`src/rtl/apb_req_demux_pkg.sv`:
```
// ---------------------------------------------------------------------------
// apb_req_demux_pkg
// Shared definitions for the APB request demultiplexer: FSM state encodings,
// the page field position inside the upstream address, the pattern returned
// when a slave hangs past the access-phase limit, and a saturating increment.
// ---------------------------------------------------------------------------
package apb_req_demux_pkg;

   typedef enum logic [1:0] {
      ST_IDLE   = 2'd0,
      ST_SETUP  = 2'd1,
      ST_ACCESS = 2'd2,
      ST_DONE   = 2'd3
   } demux_state_e;

   localparam int          PAGE_MSB        = 20;
   localparam int          PAGE_LSB        = 16;
   localparam logic [15:0] TIMEOUT_PATTERN = 16'hDEAD;

   function automatic logic [7:0] sat_inc8(input logic [7:0] val);
      return (val == 8'hFF) ? val : val + 8'd1;
   endfunction

endpackage

```
`src/rtl/apb_demux_timer.sv`:
```
// ---------------------------------------------------------------------------
// apb_demux_timer
// ACCESS-phase watchdog. Down-counter loaded with (limit - 1) while the
// demux is in SETUP, decremented each ACCESS cycle, and flagging expiry at
// terminal count zero. It exists only when APB_DEMUX_TIMEOUT_EN is defined.
// Ports:
//   clk_200m   in   block clock
//   rstn_200m  in   asynchronous active-low reset
//   load       in   load load_val into the counter
//   load_val   in   W  value loaded (limit - 1)
//   count_en   in   decrement while nonzero
//   expire     out  counter at terminal count
// ---------------------------------------------------------------------------
`ifdef APB_DEMUX_TIMEOUT_EN
module apb_demux_timer #(
   parameter int W = 16
) (
   input  logic         clk_200m,
   input  logic         rstn_200m,
   input  logic         load,
   input  logic [W-1:0] load_val,
   input  logic         count_en,
   output logic         expire
);

   logic [W-1:0] cnt_q;
   logic [W-1:0] cnt_d;

   always_comb begin
      cnt_d = cnt_q;
      if (load) begin
         cnt_d = load_val;
      end else if (count_en && (cnt_q != '0)) begin
         cnt_d = cnt_q - W'(1);
      end
   end

   always_ff @(posedge clk_200m or negedge rstn_200m) begin
      if (!rstn_200m) begin
         cnt_q <= '0;
      end else begin
         cnt_q <= cnt_d;
      end
   end

   assign expire = (cnt_q == '0);

endmodule
`endif

```
`src/rtl/apb_req_demux.sv`:
```
// ---------------------------------------------------------------------------
// apb_req_demux
// Fans the MDIO engine's APB request port out to NSLV register slaves.
// req_paddr[20:16] selects the slave; each transfer is re-issued downstream
// as a clean SETUP/ACCESS pair. Out-of-range pages complete immediately with
// an error. All outputs are registered.
//
// Optional feature macro: APB_DEMUX_TIMEOUT_EN
//   defined     : a slave that stays unready for TIMEOUT_CYC ACCESS cycles is
//                 abandoned and the transfer completes with pslverr=1,
//                 prdata=16'hDEAD.
//   not defined : ACCESS waits indefinitely for the selected slave.
//
// Ports:
//   clk_200m, rstn_200m          clock, async active-low reset
//   req_psel/penable/pwrite      upstream APB control
//   req_paddr[20:0]              [20:16] page, [15:0] slave offset
//   req_pwdata[15:0]             upstream write data
//   req_pready/prdata/pslverr    one-cycle completion strobe + response
//   slv_psel[NSLV]               one-hot downstream select
//   slv_penable/pwrite/paddr/pwdata  downstream APB drive
//   slv_pready/prdata/pslverr    per-slave response, slave i data at [16*i+:16]
//   err_cnt[7:0]                 saturating count of strobed error completions
//
// state  | meaning
// IDLE   | waiting for upstream setup phase; decode page
// SETUP  | downstream setup phase, selected psel high, penable low
// ACCESS | downstream access phase, waiting for selected slave ready
// DONE   | one cycle; upstream strobe (if any) is visible on the outputs
// ---------------------------------------------------------------------------
module apb_req_demux
   import apb_req_demux_pkg::*;
#(
   parameter int NSLV        = 4,
   parameter int TIMEOUT_CYC = 255
) (
   input  logic               clk_200m,
   input  logic               rstn_200m,
   input  logic               req_psel,
   input  logic               req_penable,
   input  logic               req_pwrite,
   input  logic [20:0]        req_paddr,
   input  logic [15:0]        req_pwdata,
   output logic               req_pready,
   output logic [15:0]        req_prdata,
   output logic               req_pslverr,
   output logic [NSLV-1:0]    slv_psel,
   output logic               slv_penable,
   output logic               slv_pwrite,
   output logic [15:0]        slv_paddr,
   output logic [15:0]        slv_pwdata,
   input  logic [NSLV-1:0]    slv_pready,
   input  logic [NSLV*16-1:0] slv_prdata,
   input  logic [NSLV-1:0]    slv_pslverr,
   output logic [7:0]         err_cnt
);

   localparam logic [5:0] NSLV_W = 6'(NSLV);

   demux_state_e      state_q,       state_d;
   logic              pwrite_q,      pwrite_d;
   logic [15:0]       paddr_q,       paddr_d;
   logic [15:0]       pwdata_q,      pwdata_d;
   logic [4:0]        page_q,        page_d;
   logic [NSLV-1:0]   slv_psel_q,    slv_psel_d;
   logic              slv_penable_q, slv_penable_d;
   logic              req_pready_q,  req_pready_d;
   logic [15:0]       req_prdata_q,  req_prdata_d;
   logic              req_pslverr_q, req_pslverr_d;
   logic [7:0]        err_cnt_q,     err_cnt_d;

   logic [4:0]        page_w;
   logic              page_valid_w;
   logic              sel_pready;
   logic [15:0]       sel_prdata;
   logic              sel_pslverr;
   logic              tmr_expire;

   assign page_w       = req_paddr[PAGE_MSB:PAGE_LSB];
   assign page_valid_w = ({1'b0, page_w} < NSLV_W);

   // Only the latched page's response is looked at; everyone else is ignored.
   always_comb begin
      sel_pready  = 1'b0;
      sel_prdata  = '0;
      sel_pslverr = 1'b0;
      for (int i = 0; i < NSLV; i++) begin
         if (page_q == 5'(i)) begin
            sel_pready  = slv_pready[i];
            sel_prdata  = slv_prdata[16*i +: 16];
            sel_pslverr = slv_pslverr[i];
         end
      end
   end

`ifdef APB_DEMUX_TIMEOUT_EN
   localparam int               TMR_W    = 16;
   localparam logic [TMR_W-1:0] TMR_LOAD = TMR_W'(TIMEOUT_CYC - 1);

   logic tmr_load;
   logic tmr_count_en;

   assign tmr_load     = (state_q == ST_SETUP);
   assign tmr_count_en = (state_q == ST_ACCESS);

   apb_demux_timer #(
      .W (TMR_W)
   ) u_timer (
      .clk_200m  (clk_200m),
      .rstn_200m (rstn_200m),
      .load      (tmr_load),
      .load_val  (TMR_LOAD),
      .count_en  (tmr_count_en),
      .expire    (tmr_expire)
   );
`else
   logic [31:0] unused_timeout_cyc;
   assign unused_timeout_cyc = TIMEOUT_CYC;
   assign tmr_expire         = 1'b0;
`endif

   always_comb begin
      state_d       = state_q;
      pwrite_d      = pwrite_q;
      paddr_d       = paddr_q;
      pwdata_d      = pwdata_q;
      page_d        = page_q;
      slv_psel_d    = slv_psel_q;
      slv_penable_d = slv_penable_q;
      req_pready_d  = 1'b0;
      req_prdata_d  = '0;
      req_pslverr_d = 1'b0;

      case (state_q)
         ST_IDLE: begin
            if (req_psel && !req_penable) begin
               pwrite_d = req_pwrite;
               paddr_d  = req_paddr[15:0];
               pwdata_d = req_pwdata;
               page_d   = page_w;
               if (page_valid_w) begin
                  for (int i = 0; i < NSLV; i++) begin
                     slv_psel_d[i] = (page_w == 5'(i));
                  end
                  state_d = ST_SETUP;
               end else begin
                  // Upstream is guaranteed to be in its access phase next
                  // cycle, so the error strobe is issued unconditionally.
                  req_pready_d  = 1'b1;
                  req_pslverr_d = 1'b1;
                  state_d       = ST_DONE;
               end
            end
         end

         ST_SETUP: begin
            slv_penable_d = 1'b1;
            state_d       = ST_ACCESS;
         end

         ST_ACCESS: begin
            // The strobe decision is registered on entry to DONE so that
            // req_pready is visible during the DONE cycle itself; an upstream
            // that has already left its access phase gets nothing.
            if (sel_pready || tmr_expire) begin
               slv_psel_d    = '0;
               slv_penable_d = 1'b0;
               state_d       = ST_DONE;
               if (req_psel && req_penable) begin
                  req_pready_d = 1'b1;
                  if (sel_pready) begin
                     req_prdata_d  = pwrite_q ? 16'h0000 : sel_prdata;
                     req_pslverr_d = sel_pslverr;
                  end else begin
                     req_prdata_d  = TIMEOUT_PATTERN;
                     req_pslverr_d = 1'b1;
                  end
               end
            end
         end

         ST_DONE: begin
            state_d = ST_IDLE;
         end

         default: begin
            state_d = ST_IDLE;
         end
      endcase

      err_cnt_d = (req_pready_d && req_pslverr_d) ? sat_inc8(err_cnt_q) : err_cnt_q;
   end

   always_ff @(posedge clk_200m or negedge rstn_200m) begin
      if (!rstn_200m) begin
         state_q       <= ST_IDLE;
         pwrite_q      <= 1'b0;
         paddr_q       <= '0;
         pwdata_q      <= '0;
         page_q        <= '0;
         slv_psel_q    <= '0;
         slv_penable_q <= 1'b0;
         req_pready_q  <= 1'b0;
         req_prdata_q  <= '0;
         req_pslverr_q <= 1'b0;
         err_cnt_q     <= '0;
      end else begin
         state_q       <= state_d;
         pwrite_q      <= pwrite_d;
         paddr_q       <= paddr_d;
         pwdata_q      <= pwdata_d;
         page_q        <= page_d;
         slv_psel_q    <= slv_psel_d;
         slv_penable_q <= slv_penable_d;
         req_pready_q  <= req_pready_d;
         req_prdata_q  <= req_prdata_d;
         req_pslverr_q <= req_pslverr_d;
         err_cnt_q     <= err_cnt_d;
      end
   end

   assign req_pready  = req_pready_q;
   assign req_prdata  = req_prdata_q;
   assign req_pslverr = req_pslverr_q;
   assign slv_psel    = slv_psel_q;
   assign slv_penable = slv_penable_q;
   assign slv_pwrite  = pwrite_q;
   assign slv_paddr   = paddr_q;
   assign slv_pwdata  = pwdata_q;
   assign err_cnt     = err_cnt_q;

endmodule
```
`config.mk`:
```
export PLATFORM = sky130hd
export DESIGN_NAME = apb_req_demux
export DESIGN_NICKNAME = d
export VERILOG_FILES = /design/src/rtl/apb_req_demux_pkg.sv /design/src/rtl/apb_demux_timer.sv /design/src/rtl/apb_req_demux.sv
export SDC_FILE = /design/constraint.sdc
export NUM_CORES = 1
export LEC_CHECK = 0
export ABC_AREA = 1
export BUFFER_PORTS_ARGS = -buffer_cell sky130_fd_sc_hd__buf_4
export CAP_MARGIN = 20
export CORE_ASPECT_RATIO = 1.5
export CORE_MARGIN = 4
export CORE_UTILIZATION = 33
export DETAILED_ROUTE_END_ITERATION = 16
export REMOVE_ABC_BUFFERS = 1
export SLEW_MARGIN = 20
export SYNTH_ARGS = -nofsm -noshare
export SYNTH_HDL_FRONTEND = slang
export SYNTH_SLANG_ARGS = --single-unit
```
`constraint.sdc`:
```
create_clock -name clk_200m -period 1.5 [get_ports clk_200m]
set_input_delay 0.3 -clock clk_200m [delete_from_list [all_inputs] [get_ports clk_200m]]
set_output_delay 0.3 -clock clk_200m [all_outputs]
set_load 0.01 [all_outputs]
```
==> results of run 1 <==
==> final timing paths <==
path                                from             to  cells after the start
setup / recovery               page_q[3]     err_cnt[7]                     10
hold / removal             req_paddr[12]  slv_paddr[12]                      2
setup reg to reg               page_q[3]     err_cnt[7]                     10
hold reg to reg              slv_psel[0]    slv_psel[0]                      2
max in group asynchronous      rstn_200m  slv_pwdata[9]                      3
min in group asynchronous      rstn_200m  slv_paddr[11]                      3
==> repair_timing <==
item                                    in CTS  in global routing
hold endpoints to repair                    33                  0
hold buffers                                 1                  0
setup buffers                                2                  1
cloned                                       0                  4
pin swaps                                    3                  9
resized for setup                           24                 28
endpoints found under the setup margin      64                 69
==> critical path, cell delays in order (launching register included) <==
cell and delay (ps):
dfrtp_1 400, nor2_4 190, inv_2 70, nor2_4 120, nand3_2 90, nand4_4 130, nand3_4 90, nand2_4 90
nand3_4 130, nand2_1 90, nand2_1 50
==> registers in the layout, summed over array words and instances, names as in the netlist <==
signal       count
req_prdata      16
slv_paddr       16
slv_pwdata      16
err_cnt          8
page_q           5
slv_psel         4
state_q          2
req_pready       1
req_pslverr      1
slv_penable      1
slv_pwrite       1
==> layout make-up <==
| type | instances | area, um^2 | area share, % |
|---|---|---|---|
| multi-input cells | 212 | 1600 | 26.8 |
| flip-flops and latches | 71 | 1780 | 29.8 |
| clock buffers | 13 | 260 | 4.37 |
| clock inverters | 3 | 17.5 | 0.294 |
| well taps | 144 | 180 | 3.02 |
| repair buffers | 229 | 1860 | 31.2 |
| inverters | 71 | 267 | 4.47 |
==> placed cells by master (no fill, tap or decap), drive strengths merged, types with 14 or more instances in the layout <==
cell type,n
a21oi,14
buf,225
clkbuf,16
dfrtp,71
inv,71
mux2,33
nand2,51
nand4,15
nor2,27
o22ai,21
==> routing by layer <==
metal	wire length, um	part of all wire (%)	GRT usage (%)	vias to the layer above
li1	-	-	-	1666
met1	3660	35	17.8	1603
met2	5750	55	29.8	139
met3	916	8.7	5.63	11
met4	172	1.6	6.69	0
met5	0	0	0	-
==> cell families (layout without fill, tap and decap cells) <==
logic type / Yosys count / in the layout / synth area share [%]
AO/OA/AOI/OAI: 57 / 57 / 10.6
buffers and inverters: 83 / 316 / 9.52
AND/OR/NAND/NOR: 112 / 112 / 16.3
adder cells (fa/ha/maj): 4 / 4 / 1.41
XOR/XNOR: 6 / 6 / 1.49
flip-flops: 71 / 71 / 50.2
multiplexers: 33 / 33 / 10.5
==> report_power, final <==
group | switching (W) | leakage [nW] | total (W) | internal, W
clock | 0.000747 | 0.136 | 0.00195 | 0.00120
sequential | 0.000350 | 0.904 | 0.00288 | 0.00253
combinational | 0.00198 | 2.03 | 0.00431 | 0.00232
total | 0.00308 | 3.07 | 0.00914 | 0.00606
==> per-stage QoR <==
step	worst slack [ps]	TNS, ps	util, %
final	-76.6	-994	56.6
after CTS	-71.3	-1670	54.7
after global routing	-181	-4260	56.6
after floorplan	-530	-23480	-
after detailed placement	-119	-2590	51.0
after global placement	-57.7	-622	51.0
==> summary.txt, run 1 <==
Die
  • I/O pin cnt: 178
  • Effective utilization at floorplan: 33.6%
  • Core outline area: 10500 um^2
  • Placement Rows: 46
  • Die extent in y: 135 um
  • Die width: 92.5 um
  • Area of the die: 12500 um^2

Logic synthesis
  • Flip-flop and latch count after synthesis: 71
  • Area contributors post-synth: dfrtp_1 50%, mux2_2 11%, inv_1 7.2%
  • Area share of the leading cell type in the synthesized netlist: 50.2%
  • Number of enable flip-flop cells after synthesis: 0
  • Share of synthesized flip-flops with an asynchronous set or reset: 100%
  • Register area share after synthesis: 50.2%
  • Synth cell count leaders: 71 x dfrtp_1, 68 x inv_1, 50 x nand2_1, 33 x mux2_2, 23 x nor2_1
  • Count of synthesis-stage warnings from yosys: 0
  • Synth Area per Inst: 9.66 um^2
  • Dominant cell by count in the synthesized netlist: dfrtp_1
  • Largest area contributor in the netlist: dfrtp_1
  • Synthesized instance count: 366
  • Cell area after technology mapping: 3540 um^2
  • Predominant post-synthesis flop cell: dfrtp_1
  • Count of cell types in the netlist: 31

Layout
  • Number of nets in the final layout: 712
  • Design area: 5960 um^2
  • Layout overhead on the synthesized area: 68.4%
  • Fillers: 989
  • Diodes inserted: 0
  • Final standard cell count with taps included and fillers excluded: 743
  • Fraction of final layout cells with drive strength greater than 1: 54.3%

Place
  • Routability congestion estimate from global placement: 0.803
  • Number of placed instances with taps included: 720
  • Dpl hpwl: 7960 um
  • IO Port Bufs: 177
  • Post-placement cell area: 5370 um^2

Job
  • Max-cap check violation count: 0

Global route
  • Via count of the first global-routing pass: 3571
  • Wire length of the first global-routing pass: 16600 um
  • Number of antenna violations at the first check in global routing: 0
  • Largest net degree at the start of global routing: 72
  • Total global routing overflow: 0
  • GRT Util Overall: 16.6%

Drt
  • Drt wl/cell: 14.1 um
  • Via count: 3419
  • Post-Route WL: 10500 um
  • Detailed-router iteration count before antenna repair: 4
  • Detailed Route Iter0 Violations: 97
  • DR vias/cell: 4.60
  • Residual antenna-violating net count after detailed routing: 0
  • Residual DRC count: 0

Power and ir drop
  • Leak: 3.07 nW
  • Maximum VDD drop: 0.000642 V
  • Total power after layout: 0.00914 W
  • Power per standard cell area: 1530 nW/um^2

Timing
  • Remaining max-slew budget at the tightest pin: 64.7%
  • Hold Violations, Final: 0
  • Max-slew violation total from the final report: 0
  • Clock skew after layout: 7.48 ps
  • Transition time at the pin with the least slew margin: 528 ps
  • Period utilisation layout: 105%
  • Clock period minus final worst setup slack: 1580 ps
  • Hold slack final: 206 ps
  • Final setup viols: 24
  • Fmax achieved: 634 MHz
  • Worst path setup slack after routing: -76.6 ps
  • Unrepaired setup endpoints after global routing: yes

Min path
  • Hold/Removal Path Class: primary input to flop

CTS
  • H-tree depth: 3
  • Bufs on Longest Clock Path: 2
  • Sink count of the clock tree: 71
  • Register clock-pin slew on the reported worst setup and hold paths: 50 ps
  • CTS tree: built
  • CTS buffer count: 9
  • Source-to-sink clock delay at the later pin of the worst-skew pair: 320 ps
  • Buffer type at the clock tree root: clkbuf_16

Critical path
  • Crit end category: flop
  • Highest net fanout along the worst path: 8
  • Crit path required time: 1710 ps
  • Crit path launch type: flop
  • WP data arrival: 1790 ps
  • Register-to-register setup slack: -80 ps
  • Crit Path Category: flop to flop

Run status
  • Status: finished with violations
  • Violations in the final reports: setup timing
Note: power is estimated with default switching activity, not from simulation.
==> run 2, diff against run 1 <==
CORE_UTILIZATION = 30   (was 33)
SETUP_SLACK_MARGIN = 0.5   (was unset)
==> run 2 against run 1 <==
Net effect: the run still ends with setup timing left; utilization fell by 0.36 points; clock skew rose by 0.57 ps; worst hold slack got worse by 4.6 ps; count of clock-buffer cells in the layout fell by 3; non-clock buffer count rose by 21; largest cell class unchanged.
==> summary.txt, run 2 (synthesized netlist as in run 1, its figures left out) <==
Layout
  • Number of nets in the final layout: 733
  • Fraction of final layout cells with drive strength greater than 1: 55.5%
  • Most common library cell in the layout ignoring fill and taps: buf_4
  • Design area: 6480 um^2
  • Highest-count cells in the layout ignoring fill and taps: 160 x buf_4, 78 x buf_6, 69 x dfrtp_1
  • Diodes inserted: 0
  • Fillers: 1038
  • Layout overhead on the synthesized area: 83.2%

Die
  • Die extent in y: 141 um
  • Area of the die: 13600 um^2
  • I/O pin cnt: 178
  • Placement Rows: 48
  • Core outline area: 11500 um^2
  • Die width: 96.7 um
  • Effective utilization at floorplan: 30.7%

CTS
  • Bufs on Longest Clock Path: 2
  • H-tree depth: 3
  • Sink count of the clock tree: 71
  • CTS tree: built
  • Buffer type at the clock tree root: clkbuf_16
  • Source-to-sink clock delay at the later pin of the worst-skew pair: 330 ps
  • Register clock-pin slew on the reported worst setup and hold paths: 60 ps
  • CTS buffer count: 9

Drt
  • Residual DRC count: 0
  • Via count: 3498
  • Detailed Route Iter0 Violations: 71
  • Drt wl/cell: 15.1 um
  • Residual antenna-violating net count after detailed routing: 0
  • Detailed-router iteration count before antenna repair: 4
  • Post-Route WL: 11600 um
  • DR vias/cell: 4.54

Critical path
  • Crit path launch type: flop
  • Crit path required time: 1710 ps
  • Startpoint of the worst register-to-register path: page_q[0]
  • Depth of the worst register-to-register path: 9
  • Crit Path Category: flop to flop
  • WP data arrival: 1810 ps
  • Crit end category: flop
  • Terminus of the critical flop-to-flop path: slv_psel[2]
  • Highest net fanout along the worst path: 5
  • Register-to-register setup slack: -100 ps

Run status
  • Status: finished with violations
  • Violations in the final reports: setup timing

Global route
  • GRT Util Overall: 15.9%
  • Wire length of the first global-routing pass: 17500 um
  • Number of antenna violations at the first check in global routing: 0
  • Via count of the first global-routing pass: 3683
  • Largest net degree at the start of global routing: 35
  • Total global routing overflow: 0

Place
  • Dpl hpwl: 8370 um
  • Place WS: -207 ps
  • Routability congestion estimate from global placement: 0.807
  • Post-placement cell area: 5330 um^2
  • IO Port Bufs: 177

Min path
  • Hold EP: slv_pwdata[7]
  • Min-Delay Startpoint: req_pwdata[7]
  • Hold depth: 2
  • Hold/Removal Path Class: primary input to flop

Timing
  • Remaining max-slew budget at the tightest pin: 64.3%
  • Hold Violations, Final: 0
  • Worst path setup slack after routing: -98.0 ps
  • Clock skew after layout: 8.05 ps
  • Period utilisation layout: 107%
  • Final setup viols: 62
  • Max-slew violation total from the final report: 0
  • Fmax achieved: 626 MHz
  • Clock period minus final worst setup slack: 1600 ps
  • Transition time at the pin with the least slew margin: 534 ps
  • Unrepaired setup endpoints after global routing: yes

Power and ir drop
  • Power per standard cell area: 1590 nW/um^2
  • Maximum VDD drop: 0.000859 V
  • Leak: 3.30 nW

Job
  • Max-cap check violation count: 0
==> run 2: cell count changes in the layout (fill, tap and decap cells not counted), sizes merged <==
cell | previous run | this run
buf | 225 | 245
clkbuf | 16 | 14
bufinv | 0 | 3
==> run 2: timing repair <==
item                                   in CTS  in global routing
pin swaps                                  15                  6
hold buffers                                1                  0
cloned                                      0                  6
setup buffers                              15                 12
resized for setup                          84                 38
endpoints found under the hold margin      17                  0
setup endpoints to repair                 135                152
==> run 2: per-layer routing <==
layer / vias to the layer above / track usage (%) / share of wire, %
li1: 1710 / - / -
met1: 1638 / 17.1 / 37
met2: 133 / 29.1 / 54
met3: 17 / 5.64 / 6.9
met4: 0 / 4.73 / 2.1
met5: - / 0 / 0
==> run 2: worst max-delay path by stage <==
stage,startpoint,to,slack [ps],cells after the start
final,page_q[0],slv_psel[2],-100,9
after global routing,page_q[2],err_cnt[1],-190,9
after CTS,page_q[2],err_cnt[7],-70,10
after detailed placement,page_q[1],slv_psel[1],-210,7
after global placement,page_q[1],slv_psel[1],-70,7
after floorplan,state_q[0],page_q[4],-530,4
==> run 2: critical path, stage by stage (launching register included) <==
cell,delay [ps]
dfrtp_1,400
buf_6,130
nor2_4,110
nand4_1,170
nand4_4,190
buf_4,130
o211ai_1,90
buf_4,170
nand2_1,60
nand2_1,40
==> run 2: power breakdown <==
group	internal (W)	switching, W	total [W]
clock	0.00166	0.000799	0.00246
sequential	0.00253	0.000447	0.00298
combinational	0.00280	0.00205	0.00486
total	0.00700	0.00330	0.0103
==> run 2: stage by stage <==
stage	hold slack [ps]	TNS, ps	instances	total power, W	utilization (%)
floorplan	4.41	-23480	354	0.00468	-
global placement	203	-726	720	0.00652	46.2
detailed placement	207	-3460	720	0.00664	46.2
CTS	188	-742	752	0.00992	53.0
global route	191	-7040	770	0.0109	56.2
finish	201	-2840	770	0.0103	56.2
==> run 2: layout make-up <==
type,instances,area [um^2],share of cell area [%]
Clock inverter,6,108,1.66
Clock buffer,10,239,3.69
Timing Repair Buffer,250,2320,35.9
Sequential cell,71,1780,27.5
Tap cell,150,188,2.90
Inverter,71,267,4.11
Multi-Input combinational cell,212,1580,24.3
